<file path="config.mk">
export PLATFORM = sky130hd
export DESIGN_NAME = fetch_sequencer_flat
export DESIGN_NICKNAME = d
export VERILOG_FILES = /design/src/rtl/fetch_pkg.sv /design/src/rtl/fetch_sequencer_if.sv /design/src/rtl/fetch_queue.sv /design/src/rtl/fetch_sequencer.sv /design/src/flat_wrapper.sv
export SDC_FILE = /design/constraint.sdc
export NUM_CORES = 1
export LEC_CHECK = 0
export CORE_UTILIZATION = 60
export DETAILED_ROUTE_END_ITERATION = 10
export DONT_BUFFER_PORTS = 1
export PLACE_DENSITY = 0.76
export SYNTH_ARGS = -nofsm -noshare
export SYNTH_HDL_FRONTEND = slang
export SYNTH_SLANG_ARGS = --single-unit
</file>
<file path="constraint.sdc">
create_clock -name clk -period 10 [get_ports clk]
set_clock_uncertainty 0.2 [all_clocks]
set_input_delay 2 -clock clk [delete_from_list [all_inputs] [get_ports clk]]
set_output_delay 2 -clock clk [all_outputs]
set_load 0.01 [all_outputs]
</file>
<file path="src/rtl/fetch_pkg.sv">
// fetch_pkg
//   Shared types and defaults for the instruction-fetch sequencer.
//   - DEFAULT_* : reset PC, instruction memory base/depth and fetch-queue depth
//   - fetch_state_t : sequencer FSM states
//   - fetch_entry_t : one fetched word tagged with its byte address
//   - pc_is_legal : address check applied before every fetch request
package fetch_pkg;

    localparam logic [31:0] DEFAULT_RESET_PC    = 32'h0004_0000;
    localparam logic [31:0] DEFAULT_MEM_BASE    = 32'h0004_0000;
    localparam int          DEFAULT_MEM_DEPTH   = 101;
    localparam int          DEFAULT_QUEUE_DEPTH = 2;

    typedef enum logic [1:0] {
        RUN   = 2'd0,
        WAIT  = 2'd1,
        FAULT = 2'd2
    } fetch_state_t;

    typedef struct packed {
        logic [31:0] pc;
        logic [31:0] instr;
    } fetch_entry_t;

    // A PC is fetchable when it is word aligned and lands inside the memory.
    // The subtraction wraps for pc < base, so the explicit lower-bound test is needed.
    function automatic logic pc_is_legal(input logic [31:0] pc,
                                         input logic [31:0] base,
                                         input logic [31:0] depth);
        logic [31:0] word_idx;
        word_idx = (pc - base) >> 2;
        return (pc[1:0] == 2'b00) && (pc >= base) && (word_idx < depth);
    endfunction

endpackage

</file>
<file path="src/rtl/fetch_sequencer_if.sv">
// fetch_sequencer_if
//   Bundles the redirect, instruction-memory and decode-side signals of the
//   fetch sequencer.
//   - redirect_valid/redirect_pc : restart request from branch resolution
//   - imem_req/imem_addr         : word request to instruction memory
//   - imem_rvalid/imem_rdata     : memory response
//   - instr_valid/instr_ready/instr/instr_pc : queue head towards decode
//   - fault/fault_pc             : sticky illegal-PC indication
//   master : the fetch sequencer side
//   slave  : the surrounding environment (branch unit, memory, decode)
interface fetch_sequencer_if;

    logic        redirect_valid;
    logic [31:0] redirect_pc;
    logic        imem_req;
    logic [31:0] imem_addr;
    logic        imem_rvalid;
    logic [31:0] imem_rdata;
    logic        instr_valid;
    logic        instr_ready;
    logic [31:0] instr;
    logic [31:0] instr_pc;
    logic        fault;
    logic [31:0] fault_pc;

    modport master (
        input  redirect_valid, redirect_pc, imem_rvalid, imem_rdata, instr_ready,
        output imem_req, imem_addr, instr_valid, instr, instr_pc, fault, fault_pc
    );

    modport slave (
        output redirect_valid, redirect_pc, imem_rvalid, imem_rdata, instr_ready,
        input  imem_req, imem_addr, instr_valid, instr, instr_pc, fault, fault_pc
    );

endinterface

</file>
<file path="src/rtl/fetch_queue.sv">
// fetch_queue
//   Small FIFO of fetch_entry_t between the memory response and decode.
//   Ports:
//   - clk, rst        : clock, asynchronous active-high reset
//   - push, push_data : write one entry
//   - pop             : consume the head entry (ignored when empty)
//   - flush           : discard every entry; wins over push/pop in the same cycle
//   - head            : current oldest entry
//   - count           : number of stored entries
//   - full, empty     : occupancy flags
//   DEPTH must be a power of two so the pointers wrap naturally.
module fetch_queue
    import fetch_pkg::*;
#(
    parameter int DEPTH = 2
) (
    input  logic                   clk,
    input  logic                   rst,
    input  logic                   push,
    input  fetch_entry_t           push_data,
    input  logic                   pop,
    input  logic                   flush,
    output fetch_entry_t           head,
    output logic [$clog2(DEPTH):0] count,
    output logic                   full,
    output logic                   empty
);

    localparam int PTR_W = $clog2(DEPTH);
    localparam logic [PTR_W:0] FULL_COUNT = (PTR_W + 1)'(DEPTH);

    fetch_entry_t     storage [DEPTH];
    logic [PTR_W-1:0] wr_ptr;
    logic [PTR_W-1:0] rd_ptr;
    logic             do_push;
    logic             do_pop;

    // A push into a full queue is accepted only when the head leaves in the same cycle.
    assign do_pop  = pop && !empty;
    assign do_push = push && (!full || do_pop);
    assign full    = (count == FULL_COUNT);
    assign empty   = (count == '0);
    assign head    = storage[rd_ptr];

    // Pointer, occupancy and storage update; flush simply rewinds everything.
    always_ff @(posedge clk or posedge rst) begin
        if (rst) begin
            wr_ptr <= '0;
            rd_ptr <= '0;
            count  <= '0;
            for (int i = 0; i < DEPTH; i++) begin
                storage[i] <= '0;
            end
        end else if (flush) begin
            wr_ptr <= '0;
            rd_ptr <= '0;
            count  <= '0;
        end else begin
            if (do_push) begin
                storage[wr_ptr] <= push_data;
                wr_ptr          <= wr_ptr + 1'b1;
            end
            if (do_pop) begin
                rd_ptr <= rd_ptr + 1'b1;
            end
            case ({do_push, do_pop})
                2'b10:   count <= count + 1'b1;
                2'b01:   count <= count - 1'b1;
                default: count <= count;
            endcase
        end
    end

endmodule

</file>
<file path="src/rtl/fetch_sequencer.sv">
// fetch_sequencer
//   Owns the program counter, issues one instruction-memory request at a time,
//   queues returned words with their PCs for decode, handles branch redirects
//   (flushing queued and in-flight work) and raises a sticky fault on an
//   illegal PC.
//   Ports:
//   - clk : rising-edge clock
//   - rst : asynchronous active-high reset
//   - bus : fetch_sequencer_if.master (redirect, imem request/response,
//           decode valid/ready/instr/instr_pc, fault/fault_pc)
module fetch_sequencer
    import fetch_pkg::*;
#(
    parameter logic [31:0] RESET_PC    = DEFAULT_RESET_PC,
    parameter logic [31:0] MEM_BASE    = DEFAULT_MEM_BASE,
    parameter int          MEM_DEPTH   = DEFAULT_MEM_DEPTH,
    parameter int          QUEUE_DEPTH = DEFAULT_QUEUE_DEPTH
) (
    input  logic               clk,
    input  logic               rst,
    fetch_sequencer_if.master  bus
);

    localparam int             CNT_W        = $clog2(QUEUE_DEPTH) + 1;
    localparam logic [CNT_W:0] CREDIT_LIMIT = (CNT_W + 1)'(QUEUE_DEPTH);

    fetch_state_t     state;
    logic [31:0]      pc;
    logic [31:0]      req_pc;
    logic             drop;
    logic             fault_q;
    logic [31:0]      fault_pc_q;

    fetch_entry_t     q_head;
    fetch_entry_t     push_entry;
    logic [CNT_W-1:0] q_count;
    logic             q_full;
    logic             q_empty;

    logic             pop;
    logic             push;
    logic [CNT_W:0]   count_after;
    logic             pc_legal;
    logic [31:0]      word_idx;
    logic             attempt;
    logic             issue;
    logic             fault_hit;

    // Issue decision. The request strobe is decided combinationally from the
    // registered state so that a response and the next request can share a
    // cycle, giving one word per cycle with single-cycle memory. Credit counts
    // the pop and push happening this cycle so the queue can never overflow.
    always_comb begin
        pop         = !q_empty && bus.instr_ready;
        push        = (state == WAIT) && bus.imem_rvalid && !bus.redirect_valid
                      && (!q_full || pop);
        count_after = {1'b0, q_count} + {{CNT_W{1'b0}}, push} - {{CNT_W{1'b0}}, pop};
        pc_legal    = pc_is_legal(pc, MEM_BASE, 32'(MEM_DEPTH));
        word_idx    = (pc - MEM_BASE) >> 2;
        attempt     = !rst && !bus.redirect_valid && (count_after < CREDIT_LIMIT)
                      && (((state == RUN) && !drop) || ((state == WAIT) && bus.imem_rvalid));
        issue       = attempt && pc_legal;
        fault_hit   = attempt && !pc_legal;
    end

    // Sequencer FSM. A redirect overrides everything: the PC is reloaded, the
    // fault is cleared and any request still in flight is marked for dropping
    // so its late response cannot enter the new instruction stream.
    always_ff @(posedge clk or posedge rst) begin
        if (rst) begin
            state      <= RUN;
            pc         <= RESET_PC;
            req_pc     <= '0;
            drop       <= 1'b0;
            fault_q    <= 1'b0;
            fault_pc_q <= '0;
        end else if (bus.redirect_valid) begin
            state   <= RUN;
            pc      <= bus.redirect_pc;
            fault_q <= 1'b0;
            drop    <= ((state == WAIT) || drop) && !bus.imem_rvalid;
        end else begin
            if (drop && bus.imem_rvalid) begin
                drop <= 1'b0;
            end
            case (state)
                RUN, WAIT: begin
                    if (issue) begin
                        pc     <= pc + 32'd4;
                        req_pc <= pc;
                        state  <= WAIT;
                    end else if (fault_hit) begin
                        fault_q    <= 1'b1;
                        fault_pc_q <= pc;
                        state      <= FAULT;
                    end else if ((state == WAIT) && bus.imem_rvalid) begin
                        state <= RUN;
                    end
                end
                FAULT:   state <= FAULT;
                default: state <= RUN;
            endcase
        end
    end

    assign push_entry = '{pc: req_pc, instr: bus.imem_rdata};

    fetch_queue #(
        .DEPTH (QUEUE_DEPTH)
    ) u_queue (
        .clk       (clk),
        .rst       (rst),
        .push      (push),
        .push_data (push_entry),
        .pop       (pop),
        .flush     (bus.redirect_valid),
        .head      (q_head),
        .count     (q_count),
        .full      (q_full),
        .empty     (q_empty)
    );

    // Head data is forced to zero while the queue is empty so stale entries
    // never appear on the decode bus.
    assign bus.imem_req    = issue;
    assign bus.imem_addr   = issue ? word_idx : '0;
    assign bus.instr_valid = !q_empty;
    assign bus.instr       = q_empty ? '0 : q_head.instr;
    assign bus.instr_pc    = q_empty ? '0 : q_head.pc;
    assign bus.fault       = fault_q;
    assign bus.fault_pc    = fault_pc_q;

endmodule

</file>
<file path="src/flat_wrapper.sv">
// flat-port wrapper written by rule: the top's interface ports become plain ports
module fetch_sequencer_flat import fetch_pkg::*;
#(
    parameter logic [31:0] RESET_PC    = DEFAULT_RESET_PC,
    parameter logic [31:0] MEM_BASE    = DEFAULT_MEM_BASE,
    parameter int          MEM_DEPTH   = DEFAULT_MEM_DEPTH,
    parameter int          QUEUE_DEPTH = DEFAULT_QUEUE_DEPTH
)
  (clk, rst, bus_redirect_valid, bus_redirect_pc, bus_imem_rvalid, bus_imem_rdata, bus_instr_ready, bus_imem_req, bus_imem_addr, bus_instr_valid, bus_instr, bus_instr_pc, bus_fault, bus_fault_pc);
  fetch_sequencer_if bus_i ();
  input  logic clk;
  input  logic rst;
  input wire logic [$bits(bus_i.redirect_valid)-1:0] bus_redirect_valid;
  input wire logic [$bits(bus_i.redirect_pc)-1:0] bus_redirect_pc;
  input wire logic [$bits(bus_i.imem_rvalid)-1:0] bus_imem_rvalid;
  input wire logic [$bits(bus_i.imem_rdata)-1:0] bus_imem_rdata;
  input wire logic [$bits(bus_i.instr_ready)-1:0] bus_instr_ready;
  output wire logic [$bits(bus_i.imem_req)-1:0] bus_imem_req;
  output wire logic [$bits(bus_i.imem_addr)-1:0] bus_imem_addr;
  output wire logic [$bits(bus_i.instr_valid)-1:0] bus_instr_valid;
  output wire logic [$bits(bus_i.instr)-1:0] bus_instr;
  output wire logic [$bits(bus_i.instr_pc)-1:0] bus_instr_pc;
  output wire logic [$bits(bus_i.fault)-1:0] bus_fault;
  output wire logic [$bits(bus_i.fault_pc)-1:0] bus_fault_pc;
  assign bus_i.redirect_valid = bus_redirect_valid;
  assign bus_i.redirect_pc = bus_redirect_pc;
  assign bus_i.imem_rvalid = bus_imem_rvalid;
  assign bus_i.imem_rdata = bus_imem_rdata;
  assign bus_i.instr_ready = bus_instr_ready;
  assign bus_imem_req = bus_i.imem_req;
  assign bus_imem_addr = bus_i.imem_addr;
  assign bus_instr_valid = bus_i.instr_valid;
  assign bus_instr = bus_i.instr;
  assign bus_instr_pc = bus_i.instr_pc;
  assign bus_fault = bus_i.fault;
  assign bus_fault_pc = bus_i.fault_pc;
  fetch_sequencer #(.RESET_PC(RESET_PC), .MEM_BASE(MEM_BASE), .MEM_DEPTH(MEM_DEPTH), .QUEUE_DEPTH(QUEUE_DEPTH)) u_core (.clk(clk), .rst(rst), .bus(bus_i));
endmodule
</file>
After elaboration in Yosys (flattened, before gate mapping)
Index checks and enable logic that the tools add are counted.
{ "totals": {"reg_bits": 232, "wordCells": 111, "input_bits": 69} }
{ "classes": {"n_bitwise": 4, "n_mux": 29, "n_addsub": 8, "reduce_logical": 44, "order_cmp": 6, "eq_ne": 7} }
{ "op_table": {"columns": ["op", "count"], "rows": [
  ["$mux 64", 4],
  ["$mux 32", 5],
  ["$bwmux 128", 1],
  ["$demux 64 s1", 1],
  ["$add 32x3->32 const B", 1],
  ["$ge 32x19->1 const B", 1],
  ["$sub 32x19->32 const B", 1],
  ["$lt 30x7->1 const B", 1],
  ["$mux 30", 1],
  ["$logic_and 1x1->1", 17],
  ["$reduce_bool 2->1", 6],
  ["$mux 1", 10],
  ["$mux 2", 5],
  ["$pmux 2 s2", 2],
  ["$logic_not 1->1", 7],
  ["$eq 2x2->1 const B", 3],
  ["$logic_not 2->1", 3],
  ["$reduce_and 3->1", 2],
  ["$ne 5x2->1 const B", 1],
  ["$eq 2x1->1 const B", 2],
  ["$ge 2x2->1 const B", 2],
  ["$logic_or 1x1->1", 4],
  ["$not 1->2", 2],
  ["$reduce_and 2->1", 2],
  ["12 further kinds", 14]
]} }

Logic depth before layout (Yosys ltp)
{ "logic_depth": {"ltp_word": 15, "ltp_mapped": 13} }

Hierarchy
Synthesis repeated with hierarchy kept, for this count alone.
{ "hier_totals": {"hier_cells": 795, "area_unflattened_um2": 10834.1} }
{ "by_module_without_submodules": {"columns": ["mod", "area_per_inst_um2", "cells_each", "seq_area_each_um2", "instances"], "rows": [
  ["fetch_queue", 5918.2, 366, 3303.2, 1],
  ["fetch_sequencer", 4916.0, 429, 2503.7, 1]
]} }

Least setup slack after synthesis
Ideal clock, no wire load.
{ "synth_path": {"path_kind": "in2out", "from": "in bus_instr_ready", "to": "out bus_imem_addr[6]", "path_slack_ps": 2537, "required_ps": 7800, "path_buffers": 1, "cell_stages": 11, "arrival_ps": 5263, "cell_sequence": "o311ai_1 -> nand2b_1 -> ha_1 -> nor2b_1 -> fa_1 -> or4_1 -> nor3_1 -> nand2_1 -> nor2_8 -> buf_4 -> and2_1"} }
{ "synth_between": {"elab_chain_len": 10} }
{ "synth_rtl": {"columns": ["element", "line_no", "source"], "rows": [
  ["start, declared", "flat_wrapper.sv:17", "input wire logic [$bits(bus_i.instr_ready)-1:0] bus_instr_ready;"],
  ["$logic_and 1x1->1 (*)", "fetch_sequencer.sv:54", "pop = !q_empty && bus.instr_ready;"],
  ["$logic_or 1x1->1", "fetch_sequencer.sv:56", "&& (!q_full || pop);"],
  ["$logic_and 1x1->1", "fetch_sequencer.sv:56", null],
  ["$add 2x1->3", "fetch_sequencer.sv:57", "count_after = {1'b0, q_count} + {{CNT_W{1'b0}}, push} - {{CNT_W{1'b0}}, pop};"],
  ["$sub 3x1->3 (*)", "fetch_sequencer.sv:57", null],
  ["$lt 3x2->1 (*)", "fetch_sequencer.sv:60", "attempt = !rst && !bus.redirect_valid && (count_after < CREDIT_LIMIT)"],
  ["$logic_and 1x1->1 (*)", "fetch_sequencer.sv:60", null],
  ["$logic_and 1x1->1 (*)", "fetch_sequencer.sv:61", "&& (((state == RUN) && !drop) || ((state == WAIT) && bus.imem_rvalid));"],
  ["$logic_and 1x1->1 (*)", "fetch_sequencer.sv:62", "issue = attempt && pc_legal;"],
  ["via bus_imem_req", "flat_wrapper.sv:18", "output wire logic [$bits(bus_i.imem_req)-1:0] bus_imem_req;"],
  ["$mux 30 (*)", "fetch_sequencer.sv:126", "assign bus.imem_addr = issue ? word_idx : '0;"],
  ["end, declared", "flat_wrapper.sv:19", "output wire logic [$bits(bus_i.imem_addr)-1:0] bus_imem_addr;"]
]} }
The timed path passes the listed nets; every way through them passes the cells marked *.

Worst setup path in the final report
Ends and elaborated chain as after synthesis.

==> results.toml <==
[sta]
finalHoldViolCount = 0
hold_ws_ns = 0.301
final_max_slew_viol_count = 0
grt_setup_unrepaired = "no"
worstMarginPinSlew_ns = 1.20
min_period_ns = 8.36
fmax_mhz = 120
slew_headroom_pct = 20.3
layout_setup_ws_ns = 1.64
fin_tns_setup_ns = 0
finalSetupViolCount = 0
post-route-period-util_pct = 83.6

[logic_synthesis]
ys_seq_area_share_pct = 56.2
yosysMostFrequentCell = "dfrtp_1"
synth_flop_cell = "dfrtp_1"
ys_warn_count = 0
synth_edf_count = 0
avgSynthCellArea_um2 = 13.2
netlist_area_mm2 = 0.0103
async_flop_share_pct = 100
synth_top_area_share_pct = 55.9
netlist_instances = 786
ys_top_cells_by_count = "dfrtp_1, mux2_2, nor2_1"
yosys.area.top_type = "dfrtp_1"
ys_ff_latch = 232
synthTopCellsByArea = "dfrtp_1, mux2_2, mux2i_1"
ys_types = 49

[setup_path]
end_kind = "output port"
crit_required_ns = 7.80
critical_path.slowest_cell = "nor2_8"
path_class = "primary input to output port"
slowest_delay_ns = 0.62
critPathMaxFanout = 35
cp-start-kind = "primary input"
worstPathArrival_ns = 6.16
cp_cell_sequence = "o311ai_1 > nand2b_1 > ha_1 > nor2b_1 > fa_1 > or4_1 > nor3_1 > nand2_1 > nor2_8 > and2_1"

[cells_and_area]
num-nets-final = 847
regArea_mm2 = 0.00581
multi_input_area_mm2 = 0.00420
drive_gt1_share_pct = 30.5
area_growth_pct = 7.46
antenna_cells = 0
fillers = 1222
layout.cells.non_filler = 1007

[drt]
vias = 5852
antenna_left = 0
drc = 0
postRouteWirelength_um = 19500
drtPass1Iterations = 4
via_per_inst = 5.81
post_drt_wl_per_cell_um = 19.3
drtIter0Drc = 244

[cts]
postCtsSetupRepairBufs = 0
cts.reportedPaths.clkPinSlew_ns = 0.06
cts_tree = "yes"
clock_sinks = 232
cts_resized = 0
hold_buffers = 0
clockRootBuffer = "clkbuf_16"
clk_latency_ns = 0.50
cts_buffer_depth = 3
cts_buffers = 23
htreeDepth = 1

[floorplanning]
dieArea_mm2 = 0.0178
die_w_um = 133
dieHeight_um = 133
coreArea_mm2 = 0.0167
start_util_pct = 61.9
fp-row-count = 47
io_pins = 200

[grt]
gr-total-overflow = 0
grt_pass1_vias = 6290
grtUsageTotal_pct = 22.3
grt.busiest_layer = "met2"
use_met2_pct = 37.6
grt_pass1_wl_um = 32100
grt_util_met1_pct = 28.7
grtUsageMet3_pct = 5.86
grt_antenna_before_repair = 0
grt_max_degree = 143

[placed_design]
dpl.cell_count = 966
place.gp.congestion = 0.829
dp_slack_ns = 1.62
port_buffers = 0
dp_hpwl_um = 12500

[pwr]
leakagePower_nw = 5.02
ir_drop_mv = 0.161
power_density_mw_per_mm2 = 178
design_power_total_mw = 1.97

[status]
status = "finished, final reports clean"

[worst_hold_path]
hold_path.class = "flop to flop"

[run]
maxCapViolCount = 0
## power breakdown
group / total [mW] / internal, mW / switching, mW / leakage, nW
combinational: 0.0974 / 0.0470 / 0.0505 / 1.57
clock: 0.828 / 0.488 / 0.341 / 0.357
sequential: 1.05 / 0.987 / 0.0619 / 3.09
total: 1.97 / 1.52 / 0.453 / 5.02
## critical path, delay by kind of cell
kind	cells	cell delay, ns
AO/OA/AOI/OAI	1	0.60
adder cells (fa/ha/maj)	2	0.70
AND/OR/NAND/NOR	7	2.85
## cell type report
| cell class | instances | area share [%] |
|---|---|---|
| inverters | 11 | 0.439 |
| well taps | 220 | 2.48 |
| clock buffers | 34 | 6.00 |
| multi-input cells | 498 | 37.8 |
| repair buffers | 5 | 0.338 |
| clock inverters | 7 | 0.620 |
| flip-flops and latches | 232 | 52.3 |
## state kept, by name, summed over array words and instances (netlist names)
signal / flops
u_core.req_pc: 32
u_core.drop: 1
u_core.pc: 32
u_core.state: 2
u_core.u_queue.count: 2
u_core.bus.fault: 1
u_core.u_queue.wr_ptr: 1
u_core.u_queue.storage: 128
u_core.bus.fault_pc: 32
u_core.u_queue.rd_ptr: 1
## placed cells by master, fill, tap and decap left out, types with 7 or more instances in the layout
| cell | n |
|---|---|
| inv_1 | 10 |
| nor2b_1 | 25 |
| mux2_1 | 8 |
| and3_1 | 8 |
| nor2_1 | 82 |
| mux2i_1 | 65 |
| dfrtp_1 | 230 |
| clkbuf_16 | 23 |
| nor3_1 | 10 |
| mux2_2 | 187 |
| o21ai_0 | 10 |
| a31oi_1 | 7 |
| conb_1 | 23 |
## kinds of logic (layout without fill, tap and decap cells)
kind of cell / Yosys count / in the layout / synth area share (%)
muxes: 260 / 260 / 27.5
DFF: 232 / 232 / 56.2
and+or+nand+nor: 167 / 167 / 8.24
buffers and inverters: 78 / 57 / 4.21
AOI/OAI and AO/OA: 34 / 34 / 2.29
adders and majority gates: 7 / 7 / 0.920
xor gates and xnor gates: 7 / 7 / 0.593
other: 1 / 23 / 0.0363
## routing by layer
| layer | vias up | part of all wire, % |
|---|---|---|
| met5 | - | 0 |
| met4 | 0 | 1.6 |
| met3 | 28 | 7.3 |
| met2 | 172 | 49 |
| met1 | 2987 | 42 |
| li1 | 2665 | - |
## through the flow
stage	utilization, %	cell area, um2
5_1_grt	66.5	11100
3_5_place_dp	62.1	10400
6_report	66.5	11100
3_3_place_gp	62.1	10400
2_1_floorplan	-	10400
4_1_cts	66.5	11100
## worst paths after layout
check	from	end	slack [ns]	cells past startpoint
worst max-delay path	bus_instr_ready	bus_imem_addr[6]	1.64	10
worst min-delay path	u_core.drop	u_core.drop	0.30	2
worst max register to register	u_core.u_queue.count[0]	u_core.req_pc[21]	4.68	12
worst min register to register	u_core.drop	u_core.drop	0.30	2
max in group asynchronous	rst	u_core.pc[19]	6.53	2
min in group asynchronous	rst	u_core.bus.fault_pc[0]	1.36	1
Note: power is estimated with default switching activity, not from simulation.
